--- config.mk ---
export PLATFORM = sky130hd
export DESIGN_NAME = ahb2apb_bridge_p_flat
export DESIGN_NICKNAME = d
export VERILOG_FILES = /design/src/rtl/ahb2apb_bridge_p_if.sv /design/src/rtl/ahb2apb_bridge_p.sv /design/src/flat_wrapper.sv
export SDC_FILE = /design/constraint.sdc
export NUM_CORES = 1
export LEC_CHECK = 0
export ABC_AREA = 1
export CAP_MARGIN = 10
export CORE_MARGIN = 2
export CORE_UTILIZATION = 40
export CTS_BUF_LIST = sky130_fd_sc_hd__clkbuf_4
export DETAILED_ROUTE_END_ITERATION = 7
export PLACE_DENSITY = 0.8
export REMOVE_ABC_BUFFERS = 1
export SYNTH_ARGS = -nofsm -noshare
export SYNTH_HDL_FRONTEND = slang
export SYNTH_SLANG_ARGS = --single-unit
--- constraint.sdc ---
create_clock -name clk -period 3.12 [get_ports clk]
set_input_delay 0.78 -clock clk [delete_from_list [all_inputs] [get_ports clk]]
set_output_delay 0.78 -clock clk [all_outputs]
set_load 0.005 [all_outputs]
--- src/rtl/ahb2apb_bridge_p_if.sv ---
// ahb2apb_bridge_p_if
// Bus bundle between the AHB-Lite master side and the APB4 slave side of the
// bridge. The bridge connects through the 'slave' modport; the bench drives
// the AHB master and the APB slaves through the 'master' modport.
//
// Handshake: the bridge takes an address phase only when Htrans is NON_SEQ or
// SEQ and Hreadyin=1 while it is idle. Hreadyout=0 stretches the data phase;
// Hresp is meaningful in every cycle and reads ERROR for the two-cycle error
// response. On APB a transfer ends in the ACCESS cycle (Pselx && Penable) in
// which Pready=1; Pslverr is only looked at in that cycle.
//
// Signals:
//   AHB : Htrans, Hwrite, Hsize, Hreadyin, Haddr, Hwdata -> bridge
//         Hrdata, Hreadyout, Hresp                       <- bridge
//   APB : Pselx, Penable, Pwrite, Paddr, Pwdata, Pstrb   <- bridge
//         Prdata, Pready, Pslverr                        -> bridge
interface ahb2apb_bridge_p_if #(
  parameter int ADDR_W  = 32,
  parameter int DATA_W  = 32,
  parameter int NUM_SLV = 4
) ();
  logic [1:0]          Htrans;
  logic                Hwrite;
  logic [2:0]          Hsize;
  logic                Hreadyin;
  logic [ADDR_W-1:0]   Haddr;
  logic [DATA_W-1:0]   Hwdata;
  logic [DATA_W-1:0]   Hrdata;
  logic                Hreadyout;
  logic [1:0]          Hresp;

  logic [NUM_SLV-1:0]  Pselx;
  logic                Penable;
  logic                Pwrite;
  logic [ADDR_W-1:0]   Paddr;
  logic [DATA_W-1:0]   Pwdata;
  logic [DATA_W/8-1:0] Pstrb;
  logic [DATA_W-1:0]   Prdata;
  logic                Pready;
  logic                Pslverr;

  modport slave (
    input  Htrans, Hwrite, Hsize, Hreadyin, Haddr, Hwdata,
    output Hrdata, Hreadyout, Hresp,
    output Pselx, Penable, Pwrite, Paddr, Pwdata, Pstrb,
    input  Prdata, Pready, Pslverr
  );

  modport master (
    output Htrans, Hwrite, Hsize, Hreadyin, Haddr, Hwdata,
    input  Hrdata, Hreadyout, Hresp,
    input  Pselx, Penable, Pwrite, Paddr, Pwdata, Pstrb,
    output Prdata, Pready, Pslverr
  );
endinterface

--- src/rtl/ahb2apb_bridge_p.sv ---
// ahb2apb_bridge_p
// AHB-Lite slave to APB4 master bridge, one transfer outstanding. NUM_SLV equal
// regions of 2**SPAN_LOG2 bytes starting at BASE_ADDR are decoded into a
// one-hot Pselx. Decode misses, illegal size/alignment, Pslverr and a Pready
// timeout all end in a two-cycle AHB ERROR response.
//
// Ports:
//   clk       : clock, rising edge
//   Hrst      : synchronous active-high reset
//   bus       : ahb2apb_bridge_p_if.slave (AHB side in/out, APB side out/in)
//   dbg_state : current FSM state encoding (IDLE=0 WDATA=1 SETUP=2 ACCESS=3
//               ERR1=4 ERR2=5)
module ahb2apb_bridge_p #(
  parameter int                ADDR_W    = 32,
  parameter int                DATA_W    = 32,
  parameter int                NUM_SLV   = 4,
  parameter logic [ADDR_W-1:0] BASE_ADDR = 32'h8000_0000,
  parameter int                SPAN_LOG2 = 24,
  parameter int                TIMEOUT   = 16
) (
  input  logic                clk,
  input  logic                Hrst,
  ahb2apb_bridge_p_if.slave   bus,
  output logic [2:0]          dbg_state
);

  localparam int STRB_W = DATA_W / 8;
  localparam int SZ_MAX = $clog2(STRB_W);
  localparam int IDX_W  = (NUM_SLV > 1) ? $clog2(NUM_SLV) : 1;
  localparam int TO_W   = (TIMEOUT > 1) ? $clog2(TIMEOUT) : 1;
  // One extra bit so the window end cannot wrap at the top of the address map.
  localparam logic [ADDR_W:0] WIN_SIZE = (ADDR_W+1)'(NUM_SLV) << SPAN_LOG2;

  typedef enum logic [2:0] {
    S_IDLE   = 3'd0,
    S_WDATA  = 3'd1,
    S_SETUP  = 3'd2,
    S_ACCESS = 3'd3,
    S_ERR1   = 3'd4,
    S_ERR2   = 3'd5
  } state_t;

  state_t state, state_nx;

  logic [TO_W-1:0]    to_cnt, to_cnt_nx;
  logic [IDX_W-1:0]   idx_q, dec_idx, idx_sel;

  logic [DATA_W-1:0]  hrdata_q;
  logic               hreadyout_q, hreadyout_nx;
  logic [1:0]         hresp_q, hresp_nx;
  logic [NUM_SLV-1:0] pselx_q, pselx_nx;
  logic               penable_q, penable_nx;
  logic               pwrite_q;
  logic [ADDR_W-1:0]  paddr_q;
  logic [DATA_W-1:0]  pwdata_q;
  logic [STRB_W-1:0]  pstrb_q;

  // Address-phase decode (only used while idle)
  logic [ADDR_W-1:0]  offset, amask;
  logic               hit, size_ok, align_ok, legal, xfer_valid;
  logic [STRB_W-1:0]  strb_dec;
  int                 lane, nbytes;

  always_comb begin
    offset     = bus.Haddr - BASE_ADDR;
    dec_idx    = IDX_W'(offset >> SPAN_LOG2);
    hit        = (bus.Haddr >= BASE_ADDR) && ({1'b0, offset} < WIN_SIZE);
    size_ok    = (bus.Hsize <= 3'(SZ_MAX));
    amask      = (ADDR_W'(1) << bus.Hsize) - ADDR_W'(1);
    align_ok   = ((bus.Haddr & amask) == '0);
    legal      = hit && size_ok && align_ok;
    xfer_valid = ((bus.Htrans == 2'b10) || (bus.Htrans == 2'b11)) && bus.Hreadyin;
    // Byte lanes: 2**Hsize ones starting at the low address bits.
    lane       = int'(bus.Haddr[SZ_MAX-1:0]);
    nbytes     = 1 << bus.Hsize;
    strb_dec   = '0;
    for (int b = 0; b < STRB_W; b++) begin
      if ((b >= lane) && (b < lane + nbytes)) strb_dec[b] = 1'b1;
    end
  end

  // Next state and next values of the registered bus outputs
  always_comb begin
    state_nx  = state;
    to_cnt_nx = to_cnt;
    case (state)
      S_IDLE: begin
        if (xfer_valid) begin
          if (!legal)          state_nx = S_ERR1;
          else if (bus.Hwrite) state_nx = S_WDATA;
          else                 state_nx = S_SETUP;
        end
      end
      S_WDATA: state_nx = S_SETUP;
      S_SETUP: begin
        state_nx  = S_ACCESS;
        to_cnt_nx = '0;
      end
      S_ACCESS: begin
        // Pready is checked first so it wins over a same-cycle timeout.
        if (bus.Pready) begin
          state_nx = bus.Pslverr ? S_ERR1 : S_IDLE;
        end else if ((TIMEOUT != 0) && (to_cnt == TO_W'(TIMEOUT - 1))) begin
          state_nx = S_ERR1;
        end else begin
          to_cnt_nx = to_cnt + 1'b1;
        end
      end
      S_ERR1:  state_nx = S_ERR2;
      S_ERR2:  state_nx = S_IDLE;
      default: state_nx = S_IDLE;
    endcase

    hreadyout_nx = (state_nx == S_IDLE) || (state_nx == S_ERR2);
    hresp_nx     = ((state_nx == S_ERR1) || (state_nx == S_ERR2)) ? 2'b01 : 2'b00;
    // The slave index is latched on the same edge that leaves IDLE.
    idx_sel      = (state == S_IDLE) ? dec_idx : idx_q;
    pselx_nx     = ((state_nx == S_SETUP) || (state_nx == S_ACCESS)) ?
                   (NUM_SLV'(1) << idx_sel) : '0;
    penable_nx   = (state_nx == S_ACCESS);
  end

  always_ff @(posedge clk) begin
    if (Hrst) begin
      state  <= S_IDLE;
      to_cnt <= '0;
    end else begin
      state  <= state_nx;
      to_cnt <= to_cnt_nx;
    end
  end

  always_ff @(posedge clk) begin
    if (Hrst) begin
      hreadyout_q <= 1'b1;
      hresp_q     <= 2'b00;
      hrdata_q    <= '0;
      pselx_q     <= '0;
      penable_q   <= 1'b0;
      pwrite_q    <= 1'b0;
      paddr_q     <= '0;
      pwdata_q    <= '0;
      pstrb_q     <= '0;
      idx_q       <= '0;
    end else begin
      hreadyout_q <= hreadyout_nx;
      hresp_q     <= hresp_nx;
      pselx_q     <= pselx_nx;
      penable_q   <= penable_nx;
      if ((state == S_IDLE) && xfer_valid) begin
        paddr_q  <= bus.Haddr;
        pwrite_q <= bus.Hwrite;
        pstrb_q  <= bus.Hwrite ? strb_dec : '0;
        idx_q    <= dec_idx;
      end
      if (state == S_WDATA) pwdata_q <= bus.Hwdata;
      if ((state == S_ACCESS) && bus.Pready && !bus.Pslverr && !pwrite_q)
        hrdata_q <= bus.Prdata;
    end
  end

  assign bus.Hrdata    = hrdata_q;
  assign bus.Hreadyout = hreadyout_q;
  assign bus.Hresp     = hresp_q;
  assign bus.Pselx     = pselx_q;
  assign bus.Penable   = penable_q;
  assign bus.Pwrite    = pwrite_q;
  assign bus.Paddr     = paddr_q;
  assign bus.Pwdata    = pwdata_q;
  assign bus.Pstrb     = pstrb_q;
  assign dbg_state     = state;

endmodule

--- src/flat_wrapper.sv ---
// flat-port wrapper written by rule: the top's interface ports become plain ports
module ahb2apb_bridge_p_flat 
#(
  parameter int                ADDR_W    = 32,
  parameter int                DATA_W    = 32,
  parameter int                NUM_SLV   = 4,
  parameter logic [ADDR_W-1:0] BASE_ADDR = 32'h8000_0000,
  parameter int                SPAN_LOG2 = 24,
  parameter int                TIMEOUT   = 16
)
  (clk, Hrst, dbg_state, bus_Htrans, bus_Hwrite, bus_Hsize, bus_Hreadyin, bus_Haddr, bus_Hwdata, bus_Hrdata, bus_Hreadyout, bus_Hresp, bus_Pselx, bus_Penable, bus_Pwrite, bus_Paddr, bus_Pwdata, bus_Pstrb, bus_Prdata, bus_Pready, bus_Pslverr);
  ahb2apb_bridge_p_if #(.ADDR_W(ADDR_W), .DATA_W(DATA_W), .NUM_SLV(NUM_SLV)) bus_i ();
  input  logic clk;
  input  logic Hrst;
  output logic [2:0] dbg_state;
  input wire logic [$bits(bus_i.Htrans)-1:0] bus_Htrans;
  input wire logic [$bits(bus_i.Hwrite)-1:0] bus_Hwrite;
  input wire logic [$bits(bus_i.Hsize)-1:0] bus_Hsize;
  input wire logic [$bits(bus_i.Hreadyin)-1:0] bus_Hreadyin;
  input wire logic [$bits(bus_i.Haddr)-1:0] bus_Haddr;
  input wire logic [$bits(bus_i.Hwdata)-1:0] bus_Hwdata;
  output wire logic [$bits(bus_i.Hrdata)-1:0] bus_Hrdata;
  output wire logic [$bits(bus_i.Hreadyout)-1:0] bus_Hreadyout;
  output wire logic [$bits(bus_i.Hresp)-1:0] bus_Hresp;
  output wire logic [$bits(bus_i.Pselx)-1:0] bus_Pselx;
  output wire logic [$bits(bus_i.Penable)-1:0] bus_Penable;
  output wire logic [$bits(bus_i.Pwrite)-1:0] bus_Pwrite;
  output wire logic [$bits(bus_i.Paddr)-1:0] bus_Paddr;
  output wire logic [$bits(bus_i.Pwdata)-1:0] bus_Pwdata;
  output wire logic [$bits(bus_i.Pstrb)-1:0] bus_Pstrb;
  input wire logic [$bits(bus_i.Prdata)-1:0] bus_Prdata;
  input wire logic [$bits(bus_i.Pready)-1:0] bus_Pready;
  input wire logic [$bits(bus_i.Pslverr)-1:0] bus_Pslverr;
  assign bus_i.Htrans = bus_Htrans;
  assign bus_i.Hwrite = bus_Hwrite;
  assign bus_i.Hsize = bus_Hsize;
  assign bus_i.Hreadyin = bus_Hreadyin;
  assign bus_i.Haddr = bus_Haddr;
  assign bus_i.Hwdata = bus_Hwdata;
  assign bus_Hrdata = bus_i.Hrdata;
  assign bus_Hreadyout = bus_i.Hreadyout;
  assign bus_Hresp = bus_i.Hresp;
  assign bus_Pselx = bus_i.Pselx;
  assign bus_Penable = bus_i.Penable;
  assign bus_Pwrite = bus_i.Pwrite;
  assign bus_Paddr = bus_i.Paddr;
  assign bus_Pwdata = bus_i.Pwdata;
  assign bus_Pstrb = bus_i.Pstrb;
  assign bus_i.Prdata = bus_Prdata;
  assign bus_i.Pready = bus_Pready;
  assign bus_i.Pslverr = bus_Pslverr;
  ahb2apb_bridge_p #(.ADDR_W(ADDR_W), .DATA_W(DATA_W), .NUM_SLV(NUM_SLV), .BASE_ADDR(BASE_ADDR), .SPAN_LOG2(SPAN_LOG2), .TIMEOUT(TIMEOUT)) u_core (.clk(clk), .Hrst(Hrst), .bus(bus_i), .dbg_state(dbg_state));
endmodule
After elaboration in Yosys (flattened, before gate mapping)
Index checks and enable logic that the tools add are counted.
Widths: inputs -> output; s select.
{ "word_totals": {"reg_bits": 118, "elab_cells": 83} }
{ "classes": {"addsub": 4, "n_lt_le_gt_ge": 10, "n_eq_ne": 13, "shifts": 2, "muxes": 17, "n_bitwise": 2, "n_reduce_logical": 23} }
{ "op_table": {"columns": ["op", "count"], "rows": [
  ["$lt 3x32->1 const A", 2],
  ["$add 3x32->32", 1],
  ["$and 32x32->32", 1],
  ["$ge 32x32->1 const B", 1],
  ["$logic_not 32->1", 1],
  ["$lt 1x32->1 const A", 1],
  ["$lt 2x32->1 const A", 1],
  ["$lt 32x27->1 const B", 1],
  ["$shl 1x3->32 const A", 1],
  ["$sub 32x2->32 const B", 1],
  ["$sub 32x32->32 const B", 1],
  ["$mux 3", 5],
  ["$pmux 3 s5", 1],
  ["$eq 3x2->1 const B", 4],
  ["$mux 4", 3],
  ["$logic_and 1x1->1", 11],
  ["$eq 3x3->1 const B", 3],
  ["$pmux 4 s2", 1],
  ["$logic_not 3->1", 2],
  ["$mux 1", 5],
  ["$add 4x1->4 const B", 1],
  ["$eq 2x2->1 const B", 2],
  ["$eq 4x4->1 const B", 1],
  ["$ge 1x2->1 const A", 2],
  ["other kinds (12)", 18]
]} }

Depth between registers and ports, before layout
Gate-level depths: netlist of run 1.
{ "depth": {"depth_word": 12, "ltp_mapped": 14, "ltp_nobuf": 14} }

Least setup slack after synthesis of run 1
No wires, ideal clock.
{ "synth_path": {"kind": "input -> register", "startpoint": "input port bus_Hsize[2]", "endpoint": "register u_core.pselx_q[3] (netlist: u_core.bus.Pselx[3])", "arrival_ps": 2039, "slack_ps": 1017, "cell_stages": 14, "cell_sequence": "inv_1 -> nor3_1 -> inv_1 -> ha_1 -> inv_1 -> nand2_1 -> nand2_1 -> nor2_1 -> nand2_1 -> nor2_2 -> nor2_2 -> nand2_2 -> nand3b_2 -> nor2_1"} }
{ "synth_via": {"elab_chain_cells": 12} }
{ "synth_lines": {"columns": ["item", "line", "source"], "rows": [
  ["start, declared", "flat_wrapper.sv:18", "input wire logic [$bits(bus_i.Hsize)-1:0] bus_Hsize;"],
  ["$shl 1x3->32", "ahb2apb_bridge_p.sv:69", "amask = (ADDR_W'(1) << bus.Hsize) - ADDR_W'(1);"],
  ["$sub 32x2->32", "ahb2apb_bridge_p.sv:69", null],
  ["$and 32x32->32", "ahb2apb_bridge_p.sv:70", "align_ok = ((bus.Haddr & amask) == '0);"],
  ["$logic_not 32->1", "ahb2apb_bridge_p.sv:70", null],
  ["$logic_and 1x1->1 (*)", "ahb2apb_bridge_p.sv:71", "legal = hit && size_ok && align_ok;"],
  ["$mux 3 (*)", "ahb2apb_bridge_p.sv:89", "if (!legal) state_nx = S_ERR1;"],
  ["$mux 3 (*)", "ahb2apb_bridge_p.sv:88", "if (xfer_valid) begin"],
  ["$pmux 3 s5 (*)", "ahb2apb_bridge_p.sv:86", "case (state)"],
  ["$eq 3x2->1", "ahb2apb_bridge_p.sv:118", "pselx_nx = ((state_nx == S_SETUP) || (state_nx == S_ACCESS)) ?"],
  ["$logic_or 1x1->1 (*)", "ahb2apb_bridge_p.sv:118", null],
  ["$not 1->1 (no source line) (*)", null, null],
  ["$reduce_or 2->1 (no source line) (*)", null, null],
  ["end signal, assigned", "ahb2apb_bridge_p.sv:148", "pselx_q <= pselx_nx;"],
  ["end, declared", "ahb2apb_bridge_p.sv:51", "logic [NUM_SLV-1:0] pselx_q, pselx_nx;"]
]} }
Mark *: on every way between the ends. The rest lies on a longest branch, timed or not.
A chain may end at the register's enable or synchronous reset.

Final worst setup path of run 1
{ "layout_path": {"startpoint": "input port bus_Hsize[2]", "endpoint": "register u_core.pselx_q[1] (netlist: u_core.bus.Pselx[1])"} }
Same word-level chain as after synthesis.

==> results.yml, run 1 <==
run_status:
  status: "complete, no violations"
critical_path:
  crit_slowest_cell: "clkdlybuf4s50_1"
  worstSetupPathType: "input pin to flop"
  crit_fanout: 6
  end_kind: "flop"
  r2r_start: "u_core.dbg_state[0]"
  reg2reg_slack_ps: 1100
  max_stage_delay_ps: 570
  crit_path_start_kind: "input pin"
  crit_required_ps: 3580
  cp-startpoint: "bus_Hsize[2]"
  path_cells: "clkdlybuf4s50_1, inv_1, nor3_1, inv_1, ha_1, inv_1, nand2_1, nand2_1, nor2_1, nand2_1, nor2_2, nor2_2, nand2_2, nand3_2, nor2_1"
  crit_arrival_ps: 3000
timing:
  rsz0062_at_grt: "false"
  fmaxAchievable_ghz: 0.394
  setup_violations: 0
  layout_setup_ws_ps: 579
  tightest_slew_ps: 924
  setup-tns-final_ps: 0
  post-route-min-period_ps: 2540
  drv_slew: 0
  hold_viol_final: 0
  fin_crit_sh: 0.814
  relSlewSlack: 0.384
  finClkSkew_ps: 10.0
final_layout:
  layout_common_cells: "clkdlybuf4s50_1 (216), nor2_1 (208), dfxtp_1 (115)"
  layout_commonest_cell: "clkdlybuf4s50_1"
  stdcell_count: 936
  final_nets: 896
  antenna_cells: 0
  fillers: 916
  area_growth_syn_to_layout_pct: 57.9
  drive_gt1_frac: 0.0666
clock_network:
  cts_tree: "done"
  hold_buffers: 0
  cts_buffers: 17
  cts.sinks: 115
  ctsHtreeMaxLevel: 4
  path_clk_slew_ps: 100
  root_buffer: "clkbuf_4"
  ctsResizeCount: 0
  clock_latency_ps: 520
  postCtsSetupRepairBufs: 0
  clockBufferDepth: 2
die:
  dieArea_um2: 11900
  row_count: 38
  fp.dieW_um: 109
  dieHeight_um: 109
  pin_count: 219
  core_region_area_um2: 10800
  start_util: 0.408
logic_synthesis:
  synth-seq-cells: 115
  synth_warnings: 0
  synth_seq_area_share: 0.520
  syn_area_um2: 4430
  synthCells: 574
  postSynthAreaPerCell_um2: 7.71
  synth_cell_types: 32
power:
  power.leakage_nw: 2.80
  ir_drop_uv: 479
  p_per_area_nw_per_um2: 629
global_route:
  grt_remaining_overflow: 0
  grt_pass1_wl_mm: 19.1
  grtUsageTotal: 0.206
  grt_pass1_vias: 4369
  grt_max_degree: 51
  antenna_found_initial: 0
place:
  dp_cells: 904
  routabilityCongestion: 0.801
  hpwl_mm: 9.01
  io_buffers: 216
  dpl_worst_slack_ps: 89.3
detailed_routing:
  firstDrtPassIters: 4
  ant_nets: 0
  via_per_inst: 4.80
  first_iter_violations: 270
  route.detailed.drc: 0
  wire_per_inst_um: 13.4
  num_vias: 4496
  wl_mm: 12.6
job:
  cap_viol_max_count: 0
min_path:
  hold_class: "flop to flop"
  worstHoldStart: "u_core.bus.Pstrb[0]"
==> worst max-delay path, delay by kind of cell <==
family | cells | cell delay [ps]
and+or+nand+nor | 10 | 1150
buffers and inverters | 4 | 790
adders and majority gates | 1 | 280
==> area by class of cell <==
| type | count | area [um2] | area share |
|---|---|---|---|
| clock buffers | 19 | 143 | 0.0204 |
| inverters | 28 | 105 | 0.0150 |
| repair buffers | 221 | 2200 | 0.315 |
| multi-input cells | 400 | 1860 | 0.265 |
| flip-flops and latches | 115 | 2300 | 0.329 |
| clock inverters | 13 | 213 | 0.0304 |
| well taps | 140 | 175 | 0.0250 |
==> path summary, 6_finish.rpt <==
kind,to,cells past startpoint
max,u_core.bus.Pselx[1],15
min,u_core.bus.Pstrb[0],2
max reg2reg,u_core.bus.Pwdata[14],6
min reg2reg,u_core.bus.Pstrb[0],2
==> where the power goes <==
group	internal, W	switching (W)
Clock	0.000802	0.000555
Combinational	0.000656	0.000561
Sequential	0.00170	0.000128
Total	0.00315	0.00124
==> cell usage after synthesis <==
cell,count,area (um2)
a211oi_1,1,7.51
a21oi_1,19,95.1
and3_1,1,6.26
buf_2,6,30.0
buf_4,1,7.51
buf_6,5,56.3
clkbuf_1,19,71.3
conb_1,1,3.75
dfxtp_1,115,2300
fa_1,1,20.0
ha_1,5,62.6
inv_1,23,86.3
inv_2,5,18.8
nand2_1,36,135
nand2_2,2,12.5
nand2_4,2,22.5
nand3_1,7,35.0
nand3_2,1,10.0
nand3_4,2,35.0
nand3b_1,1,7.51
nand3b_2,1,11.3
nand4_1,2,12.5
nor2_1,208,781
nor2_2,2,12.5
nor2_4,1,11.3
nor2_8,1,20.0
nor3_1,4,20.0
nor3_2,1,10.0
nor3_4,1,16.3
o21ai_0,97,485
o21bai_1,1,7.51
o31ai_1,2,15.0
==> logic make-up after synthesis <==
family                   count (synthesis)  share of synthesized area
AND/OR/NAND/NOR                        273                      0.262
AO/OA/AOI/OAI                          120                      0.138
flip-flops                             115                      0.520
buffers and inverters                   59                     0.0610
adder cells (fa/ha/maj)                  6                     0.0186
other                                    1                   0.000847
==> state kept, by name (all words and copies together), names as in the netlist <==
register and cells:
u_core.bus.Hrdata 32, u_core.bus.Paddr 32, u_core.bus.Pwdata 32, u_core.bus.Pselx 4, u_core.bus.Pstrb 4, u_core.to_cnt 4
u_core.dbg_state 3, u_core.bus.Hreadyout 1, u_core.bus.Hresp 1, u_core.bus.Penable 1, u_core.bus.Pwrite 1
==> metrics by stage <==
| stage | hold slack (ps) | instance area (um2) | utilization | total power, W |
|---|---|---|---|---|
| after global placement | 456 | 6640 | 0.612 | 0.00304 |
| after floorplan | 451 | 4260 | - | 0.00232 |
| after CTS | 473 | 6990 | 0.645 | 0.00444 |
| final | 474 | 6990 | 0.645 | 0.00440 |
| after detailed placement | 458 | 6640 | 0.612 | 0.00307 |
| after global routing | 502 | 6990 | 0.645 | 0.00463 |
==> per-layer routing <==
metal,part of all wire,global-route usage,vias to the layer above,wire [um]
li1,-,-,2262,-
met1,0.39,0.208,2023,4870
met2,0.49,0.350,173,6120
met3,0.092,0.0915,38,1150
met4,0.034,0.122,0,433
met5,0,0,-,0
(Power assumes the default switching activity.)
==> run 2: changes to the inputs <==
Clock period 3.12 ns to 2.5 ns, I/O delays scaled along.
==> run 2 against run 1 <==
  * Critical path depth decreased by 14
  * Global-route usage increased by 0.79 points
  * Largest cell class unchanged
  * Non-clock buffer count increased by 9
  * First-iteration DRC count decreased by 24%
  * Highest routed layer unchanged
  * Via count increased by 0.80%
  * Utilization increased by 0.18 points
==> results.yml, run 2 (same netlist as run 1, synthesis figures left out) <==
run_status:
  status: "complete, no violations"
timing:
  tightest_slew_ps: 1000
  fmaxAchievable_ghz: 0.452
  fin_crit_sh: 0.886
  setup-tns-final_ps: 0
  holdWs_ps: 470
  drv_slew: 0
  relSlewSlack: 0.331
  setup_violations: 0
  post-route-min-period_ps: 2210
  hold_viol_final: 0
  rsz0062_at_grt: "false"
  finClkSkew_ps: 17.1
detailed_routing:
  wire_per_inst_um: 13.4
  num_vias: 4532
  first_iter_violations: 205
  ant_nets: 0
  route.detailed.drc: 0
  via_per_inst: 4.80
  wl_mm: 12.7
  firstDrtPassIters: 5
global_route:
  grtUsageTotal: 0.214
  grt_remaining_overflow: 0
  grt_pass1_vias: 4409
  grt_pass1_wl_mm: 20.1
  grt_max_degree: 51
  antenna_found_initial: 0
final_layout:
  layout_commonest_cell: "clkdlybuf4s50_1"
  area_growth_syn_to_layout_pct: 58.4
  final_nets: 905
  drive_gt1_frac: 0.0820
  layout_common_cells: "clkdlybuf4s50_1 (216), nor2_1 (208), dfxtp_1 (115)"
  antenna_cells: 0
  stdcell_count: 945
critical_path:
  crit_arrival_ps: 1590
  crit_path_start_kind: "flop"
  crit_required_ps: 1880
  crit_slowest_cell: "clkdlybuf4s50_1"
  end_kind: "primary output"
  reg2reg_depth: 6
  max_stage_delay_ps: 600
  cp.depth: 1
  path_delay_family: "buffers and inverters"
  crit_fanout: 5
  path_buf_inv: 1
  path_cells: "clkdlybuf4s50_1"
  worstSetupPathType: "flop to primary output"
power:
  swShare: 0.308
  switching_power_w: 0.00162
  total_power_w: 0.00526
  ir_drop_uv: 436
  p_int_w: 0.00364
  clkPwrFrac: 0.276
  combPwrFrac: 0.292
  p_seq_frac: 0.432
  p_per_area_nw_per_um2: 751
  power.leakage_nw: 2.82
clock_network:
  clockBufferDepth: 2
  cts_buffers: 17
  cts_tree: "done"
  cts.sinks: 115
  path_clk_slew_ps: 100
  hold_buffers: 0
  postCtsSetupRepairBufs: 0
  clock_latency_ps: 500
  root_buffer: "clkbuf_4"
  ctsResizeCount: 0
  ctsHtreeMaxLevel: 4
die:
  dieArea_um2: 11900
  pin_count: 219
  start_util: 0.408
  row_count: 38
  dieHeight_um: 109
  fp.dieW_um: 109
  core_region_area_um2: 10800
place:
  hpwl_mm: 9.15
  routabilityCongestion: 0.830
  dp_cells: 913
  io_buffers: 216
job:
  cap_viol_max_count: 0
min_path:
  worstHoldPathCells: 2
  hold_class: "flop to flop"
[run 2: layout make-up]
class	count	area (um2)
clock buffers	17	128
clock inverters	15	180
flip-flops and latches	115	2300
fillers	920	3830
well taps	140	175
repair buffers	230	2270
multi-input cells	400	1860
inverters	28	105
[run 2: per-layer routing]
metal | routed length, um | share of wire | track usage | vias to the layer above
li1 | - | - | - | 2272
met1 | 5050 | 0.40 | 0.229 | 2067
met2 | 6250 | 0.49 | 0.378 | 163
met3 | 1050 | 0.083 | 0.0741 | 30
met4 | 341 | 0.027 | 0.0995 | 0
met5 | 0 | 0 | 0 | -
[run 2: path summary, 6_finish.rpt]
path,from,end,slack [ps]
setup reg to reg,u_core.dbg_state[1],u_core.bus.Hrdata[31],820
hold reg to reg,u_core.bus.Pstrb[2],u_core.bus.Pstrb[2],470
hold / removal,u_core.bus.Pstrb[2],u_core.bus.Pstrb[2],470
setup / recovery,u_core.dbg_state[1],dbg_state[1],290
[run 2: through the flow]
step / area, um2 / worst slack [ps] / util
2_1_floorplan: 4260 / 441 / -
3_3_place_gp: 6710 / -94.4 / 0.619
3_5_place_dp: 6710 / -198 / 0.619
4_1_cts: 7010 / 236 / 0.647
5_1_grt: 7010 / 168 / 0.647
6_report: 7010 / 286 / 0.647
[run 2: power groups by stage]
| stage | clock network, W | logic (W) | registers [W] |
|---|---|---|---|
| 2_1_floorplan | 0 | 0.000571 | 0.00232 |
| 4_1_cts | 0.00150 | 0.00155 | 0.00227 |
| 3_3_place_gp | 0 | 0.00151 | 0.00229 |
| 5_1_grt | 0.00159 | 0.00169 | 0.00231 |
| 6_report | 0.00145 | 0.00154 | 0.00227 |
| 3_5_place_dp | 0 | 0.00154 | 0.00231 |
==> run 3: changes to the inputs <==
Settings changed: SKIP_LAST_GASP set to 1.
==> results of run 3 <==
The final DEF is identical to that of run 2; final timing and power are the same.
